==> config.mk <==
export PLATFORM = sky130hd
export DESIGN_NAME = pwm_compare_deadtime_flat
export DESIGN_NICKNAME = d
export VERILOG_FILES = /design/src/rtl/pwm_compare_deadtime_pkg.sv /design/src/rtl/pwm_compare_deadtime_if.sv /design/src/rtl/pwm_compare_deadtime_counter.sv /design/src/rtl/pwm_compare_deadtime.sv /design/src/flat_wrapper.sv
export SDC_FILE = /design/constraint.sdc
export NUM_CORES = 1
export LEC_CHECK = 0
export CAP_MARGIN = 20
export CORE_MARGIN = 2
export CORE_UTILIZATION = 49
export CTS_BUF_LIST = sky130_fd_sc_hd__clkbuf_8
export CTS_CLUSTER_SIZE = 16
export DETAILED_ROUTE_END_ITERATION = 16
export PLACE_DENSITY = 0.82
export SLEW_MARGIN = 20
export SYNTH_ARGS = -nofsm -noshare
export SYNTH_HDL_FRONTEND = slang
export SYNTH_SLANG_ARGS = --single-unit
==> constraint.sdc <==
create_clock -name clockIn -period 2.23 [get_ports clockIn]
set_input_delay 0.223 -clock clockIn [delete_from_list [all_inputs] [get_ports clockIn]]
set_output_delay 0.223 -clock clockIn [all_outputs]
set_load 0.005 [all_outputs]
==> src/rtl/pwm_compare_deadtime_pkg.sv <==
// Shared widths and FSM encoding for the compare/deadtime PWM stage.
// Deadtime insertion is compiled in only when PWM_COMPARE_DEADTIME_EN is defined.
package pwm_compare_pkg;

  localparam int COUNTER_WIDTH_DEF  = 16;
  localparam int DEADTIME_WIDTH_DEF = 8;

  localparam logic [2:0] ST_IDLE    = 3'd0;
  localparam logic [2:0] ST_HIGH_ON = 3'd1;
  localparam logic [2:0] ST_DT_HL   = 3'd2;
  localparam logic [2:0] ST_LOW_ON  = 3'd3;
  localparam logic [2:0] ST_DT_LH   = 3'd4;

  typedef enum logic [2:0] {
    IDLE    = ST_IDLE,
    HIGH_ON = ST_HIGH_ON,
    DT_HL   = ST_DT_HL,
    LOW_ON  = ST_LOW_ON,
    DT_LH   = ST_DT_LH
  } state_e;

endpackage

==> src/rtl/pwm_compare_deadtime_if.sv <==
// Bus between the PWM timebase/control side (master) and the compare/deadtime stage (slave).
// Honours the PWM_COMPARE_DEADTIME_EN build option only through the stage itself.
interface pwm_compare_deadtime_if
  import pwm_compare_pkg::*;
#(
  parameter int COUNTER_WIDTH  = COUNTER_WIDTH_DEF,
  parameter int DEADTIME_WIDTH = DEADTIME_WIDTH_DEF
);

  logic                      enable;
  logic [COUNTER_WIDTH-1:0]  count_in;
  logic                      load_strobe;
  logic [COUNTER_WIDTH-1:0]  compare_low_in;
  logic [COUNTER_WIDTH-1:0]  compare_high_in;
  logic [DEADTIME_WIDTH-1:0] deadtime_in;
  logic                      pwm_high;
  logic                      pwm_low;
  logic                      load_done;

  modport master (
    output enable, count_in, load_strobe, compare_low_in, compare_high_in, deadtime_in,
    input  pwm_high, pwm_low, load_done
  );

  modport slave (
    input  enable, count_in, load_strobe, compare_low_in, compare_high_in, deadtime_in,
    output pwm_high, pwm_low, load_done
  );

endinterface

==> src/rtl/pwm_compare_deadtime_counter.sv <==
// Loadable down-counter used to time the deadtime interval; saturates at zero.
// Only instantiated when PWM_COMPARE_DEADTIME_EN is defined.
module deadtime_counter
  import pwm_compare_pkg::*;
#(
  parameter int WIDTH = DEADTIME_WIDTH_DEF
) (
  input  logic             clk,
  input  logic             rst,
  input  logic             load,
  input  logic [WIDTH-1:0] value,
  output logic             zero
);

  logic [WIDTH-1:0] count_q, count_d;

  always_comb begin
    count_d = count_q;
    if (load) begin
      count_d = value;
    end else if (count_q != '0) begin
      count_d = count_q - 1'b1;
    end
  end

  always_ff @(posedge clk or posedge rst) begin
    if (rst) begin
      count_q <= '0;
    end else begin
      count_q <= count_d;
    end
  end

  assign zero = (count_q == '0);

endmodule

==> src/rtl/pwm_compare_deadtime.sv <==
// Window comparator with shadowed thresholds driving complementary gate outputs.
// Define PWM_COMPARE_DEADTIME_EN to insert deadtime between the two gate drives.
module pwm_compare_deadtime
  import pwm_compare_pkg::*;
#(
  parameter int COUNTER_WIDTH  = COUNTER_WIDTH_DEF,
  parameter int DEADTIME_WIDTH = DEADTIME_WIDTH_DEF
) (
  input logic                   clockIn,
  input logic                   reset,
  pwm_compare_deadtime_if.slave bus
);

  logic [COUNTER_WIDTH-1:0] cmp_low_q, cmp_low_d;
  logic [COUNTER_WIDTH-1:0] cmp_high_q, cmp_high_d;
  logic                     load_pend_q, load_pend_d;
  logic                     load_done_q, load_done_d;
  logic                     pwm_high_q, pwm_high_d;
  logic                     pwm_low_q, pwm_low_d;
  logic                     transfer;
  logic                     raw;

  // Shadow transfer only at the counter wrap; a strobe in that same cycle stays pending.
  always_comb begin
    transfer    = bus.enable && load_pend_q && (bus.count_in == '0);
    load_pend_d = (load_pend_q && !transfer) || bus.load_strobe;
    load_done_d = transfer;
    cmp_low_d   = transfer ? bus.compare_low_in  : cmp_low_q;
    cmp_high_d  = transfer ? bus.compare_high_in : cmp_high_q;
    raw         = (bus.count_in >= cmp_low_q) && (bus.count_in < cmp_high_q);
  end

`ifdef PWM_COMPARE_DEADTIME_EN
  logic [DEADTIME_WIDTH-1:0] dt_q, dt_d;
  logic [DEADTIME_WIDTH-1:0] dt_reload;
  logic                      dt_load;
  logic                      dt_zero;
  state_e                    state_q, state_d;

  // Reload with deadtime-1 so each deadtime state lasts exactly 'deadtime' cycles.
  assign dt_reload = dt_q - 1'b1;

  deadtime_counter #(.WIDTH(DEADTIME_WIDTH)) u_deadtime_counter (
    .clk   (clockIn),
    .rst   (reset),
    .load  (dt_load),
    .value (dt_reload),
    .zero  (dt_zero)
  );

  always_comb begin
    dt_d    = transfer ? bus.deadtime_in : dt_q;
    dt_load = 1'b0;
    state_d = state_q;
    if (!bus.enable) begin
      state_d = IDLE;
    end else begin
      case (state_q)
        IDLE:    state_d = raw ? HIGH_ON : LOW_ON;
        HIGH_ON: if (!raw) begin
                   if (dt_q == '0) begin
                     state_d = LOW_ON;
                   end else begin
                     state_d = DT_HL;
                     dt_load = 1'b1;
                   end
                 end
        LOW_ON:  if (raw) begin
                   if (dt_q == '0) begin
                     state_d = HIGH_ON;
                   end else begin
                     state_d = DT_LH;
                     dt_load = 1'b1;
                   end
                 end
        DT_HL:   if (raw) state_d = HIGH_ON; else if (dt_zero) state_d = LOW_ON;
        DT_LH:   if (!raw) state_d = LOW_ON; else if (dt_zero) state_d = HIGH_ON;
        default: state_d = IDLE;
      endcase
    end
    pwm_high_d = (state_d == HIGH_ON);
    pwm_low_d  = (state_d == LOW_ON);
  end

  always_ff @(posedge clockIn or posedge reset) begin
    if (reset) begin
      state_q <= IDLE;
      dt_q    <= '0;
    end else begin
      state_q <= state_d;
      dt_q    <= dt_d;
    end
  end
`else
  logic unused_deadtime;

  assign unused_deadtime = ^bus.deadtime_in;

  always_comb begin
    pwm_high_d = bus.enable && raw;
    pwm_low_d  = bus.enable && !raw;
  end
`endif

  always_ff @(posedge clockIn or posedge reset) begin
    if (reset) begin
      cmp_low_q   <= '0;
      cmp_high_q  <= '0;
      load_pend_q <= 1'b0;
      load_done_q <= 1'b0;
      pwm_high_q  <= 1'b0;
      pwm_low_q   <= 1'b0;
    end else begin
      cmp_low_q   <= cmp_low_d;
      cmp_high_q  <= cmp_high_d;
      load_pend_q <= load_pend_d;
      load_done_q <= load_done_d;
      pwm_high_q  <= pwm_high_d;
      pwm_low_q   <= pwm_low_d;
    end
  end

  assign bus.pwm_high  = pwm_high_q;
  assign bus.pwm_low   = pwm_low_q;
  assign bus.load_done = load_done_q;

endmodule

==> src/flat_wrapper.sv <==
// flat-port wrapper written by rule: the top's interface ports become plain ports
module pwm_compare_deadtime_flat import pwm_compare_pkg::*;
#(
  parameter int COUNTER_WIDTH  = COUNTER_WIDTH_DEF,
  parameter int DEADTIME_WIDTH = DEADTIME_WIDTH_DEF
)
  (clockIn, reset, bus_enable, bus_count_in, bus_load_strobe, bus_compare_low_in, bus_compare_high_in, bus_deadtime_in, bus_pwm_high, bus_pwm_low, bus_load_done);
  pwm_compare_deadtime_if #(.COUNTER_WIDTH(COUNTER_WIDTH), .DEADTIME_WIDTH(DEADTIME_WIDTH)) bus_i ();
  input logic clockIn;
  input logic reset;
  input wire logic [$bits(bus_i.enable)-1:0] bus_enable;
  input wire logic [$bits(bus_i.count_in)-1:0] bus_count_in;
  input wire logic [$bits(bus_i.load_strobe)-1:0] bus_load_strobe;
  input wire logic [$bits(bus_i.compare_low_in)-1:0] bus_compare_low_in;
  input wire logic [$bits(bus_i.compare_high_in)-1:0] bus_compare_high_in;
  input wire logic [$bits(bus_i.deadtime_in)-1:0] bus_deadtime_in;
  output wire logic [$bits(bus_i.pwm_high)-1:0] bus_pwm_high;
  output wire logic [$bits(bus_i.pwm_low)-1:0] bus_pwm_low;
  output wire logic [$bits(bus_i.load_done)-1:0] bus_load_done;
  assign bus_i.enable = bus_enable;
  assign bus_i.count_in = bus_count_in;
  assign bus_i.load_strobe = bus_load_strobe;
  assign bus_i.compare_low_in = bus_compare_low_in;
  assign bus_i.compare_high_in = bus_compare_high_in;
  assign bus_i.deadtime_in = bus_deadtime_in;
  assign bus_pwm_high = bus_i.pwm_high;
  assign bus_pwm_low = bus_i.pwm_low;
  assign bus_load_done = bus_i.load_done;
  pwm_compare_deadtime #(.COUNTER_WIDTH(COUNTER_WIDTH), .DEADTIME_WIDTH(DEADTIME_WIDTH)) u_core (.clockIn(clockIn), .reset(reset), .bus(bus_i));
endmodule
==> reports/qor.txt <==
Postcts setup bufs - 0
Largest net degree at the start of global routing - 37
Port Buffers - 54
Maxcap violations - 0
Routed len/inst - 14.26 um
DRC marker count from the first detailed-route iteration - 88
Root buffer cell - clkbuf_8
Post_cts resized - 0
Crit path launch type - input pin
Setup violations, final - 0
Cell variety after synth - 31
Row count - 24
Worst min path class - in -> async
Synth-to-layout area growth - 33.35%
H-tree depth - 2
Crit Path Class - in -> reg
First-pass GRT wire length - 7486 um
XOR/XNOR Fraction of Synth Area - 0%
Clock tree sinks - 36
Inst Count DP - 299
Final min period - 2.108 ns
DR vias/cell - 5.309
Layout cells sized above 1 - 18.82%
Worst skew pair latency - 0.29 ns
Measured slew at the worst slew-check pin - 0.6486 ns
Slew HR - 55.64%
Inserted Diodes - 0
Crit path required time - 2.37 ns
Most frequent cells in the layout - clkdlybuf4s50_1 (54), dfrtp_1 (36), inv_1 (33)
Fin area - 2867 um^2
Post-synthesis simple-gate area fraction - 7.392%
Highest clock rate - 0.4744 GHz
Final #Nets - 345
FF+latch count, synth - 36
Endpoint class of the critical path - flop
Syn avg cell area - 11.37 um^2
GRT Total Usage - 19.51%
Synth Area in Compound Gates - 8.556%
Initial antenna violation count - 0
Die area - 4933 um^2
Total iterations of the first detailed-routing run - 4
TritonCTS Buffers - 5
Post-synthesis sequential area ratio - 41.91%
Final critical-path share of the clock period - 94.53%
Initial Utilization - 50.06%
Fin cells - 307
Syn_nets - 280
Peak supply drop - 335.7 uV
Post-Syn Area - 2150 um^2
Max Root-Sink Buffers - 2
Fillers - 366
Count of final hold-check violations - 0
Unrepaired setup endpoints after global routing - false
Die Wd - 70.24 um
Hold-fix buffers, CTS - 0
Final Util - 66.75%
Synth warn - 0
Most common library cell in the layout ignoring fill and taps - clkdlybuf4s50_1
Final Worst Setup Slack - 0.1219 ns
Status - finished clean
Ports - 63
Post-placement setup slack - -0.09212 ns
Placed Instance Area - 2774 um^2
Clk slew on worst S/H paths - 0.08 ns
CTS tree - done
Post-Route WL - 4378 um
HPWL after DPL - 3530 um
Vias in the first global route - 1731
CORE AREA - 4294 um^2
Die height - 70.24 um
R2r setup slk - 0.14 ns
Slew Viols, Final - 0
Remaining DRCs - 0
Synth Area in Adders - 18.04%
Placer congestion estimate - 0.8918
DR vias - 1630
Crit path max fanout - 3
DRT antenna net count - 0
Largest family of logic cells by synthesized area - adder cells
Pwr per Cell Area - 463.7 nW/um^2
Post-Syn Instances - 189
Pleak - 1.305 nW
Max Clock Skew - 0.01008 ns
Mux cell area share after synthesis - 16.76%
Grt ovf - 0
Data arrival time of the worst path - 2.24 ns
power breakdown:
group	internal [W]	switching (W)	total, W
Combinational	0.000122	0.0000764	0.000199
Sequential	0.000655	0.00000128	0.000656
Clock	0.000246	0.000228	0.000474
Total	0.00102	0.000305	0.00133
sequential cells by signal, indices dropped and copies added, names as in the netlist:
name / cells
u_core.bus.pwm_high: 1
u_core.bus.load_done: 1
u_core.cmp_low_q: 16
u_core.load_pend_q: 1
u_core.bus.pwm_low: 1
u_core.cmp_high_q: 16
cells in the mapped netlist:
cell | count | share of area, %
ha_1 | 31 | 18
a21oi_1 | 11 | 2.6
and4_1 | 1 | 0.41
nor3_4 | 1 | 0.76
inv_1 | 33 | 5.8
o21ai_0 | 3 | 0.70
dfrtp_1 | 36 | 42
and3_1 | 1 | 0.29
nor3_1 | 1 | 0.23
nand3_1 | 5 | 1.2
a22o_1 | 1 | 0.41
nor2_1 | 1 | 0.17
a41oi_1 | 1 | 0.41
nor4_1 | 3 | 0.87
o31a_1 | 1 | 0.41
mux2_1 | 2 | 1.0
a211oi_1 | 1 | 0.35
a2111oi_0 | 2 | 0.82
mux2_2 | 30 | 16
o21a_1 | 1 | 0.35
a311oi_1 | 1 | 0.41
o2111ai_1 | 1 | 0.41
buf_6 | 3 | 1.6
nand2b_1 | 2 | 0.58
a21boi_0 | 2 | 0.70
nand2_1 | 7 | 1.2
nand4_1 | 2 | 0.58
a21o_1 | 1 | 0.35
nor4_2 | 1 | 0.58
or4_4 | 1 | 0.52
o21bai_1 | 2 | 0.70
worst max-delay path, stage by stage:
cell	delay, ns
clkdlybuf4s50_1	0.44
ha_1	0.34
a21oi_1	0.15
nand2_1	0.09
a22o_1	0.23
a2111oi_0	0.58
a21boi_0	0.19
layer usage:
metal | global-route usage (%) | routed length, um
met3 | 5.051 | 250
met4 | 7.051 | 80
met1 | 24.28 | 1907
met5 | 0 | 0
met2 | 32.60 | 2139
cell families (layout without fill, tap and decap cells):
group	Yosys count	in the layout
compound gates	28	28
buf+inv	36	102
simple gates	26	26
fa+ha+maj	31	31
flops	36	36
mux	32	32
path summary, 6_finish.rpt:
path	start	to	cells past startpoint
max in group asynchronous	reset	u_core.cmp_low_q[6]	3
worst max-delay path	bus_count_in[14]	u_core.bus.pwm_low	7
worst max register to register	u_core.cmp_high_q[14]	u_core.bus.pwm_low	7
min in group clockIn	bus_load_strobe	u_core.load_pend_q	2
worst min register to register	u_core.cmp_low_q[12]	u_core.cmp_low_q[12]	1
worst min-delay path	reset	u_core.bus.pwm_high	3
per-stage QoR:
step,power (W),setup TNS (ns),hold WS (ns)
6_report,0.001329,0,0.3343
4_1_cts,0.001345,0,0.3499
3_5_place_dp,0.0008672,-0.1472,0.4956
3_3_place_gp,0.0008626,-0.005846,0.4707
2_1_floorplan,0.0007356,0,0.3368
5_1_grt,0.001391,0,0.3911
cell type report:
class                      count  area (um^2)  share of cell area (%)
multi-input combinational    117         1091                   38.06
clock buffer                   6        82.58                   2.881
timing repair buffer          61        593.1                   20.69
sequential                    36        900.9                   31.43
tap                           52        65.06                   2.270
inverter                      33        123.9                   4.321
clock inverter                 2        10.01                  0.3492
Note: power is estimated with default switching activity, not from simulation.
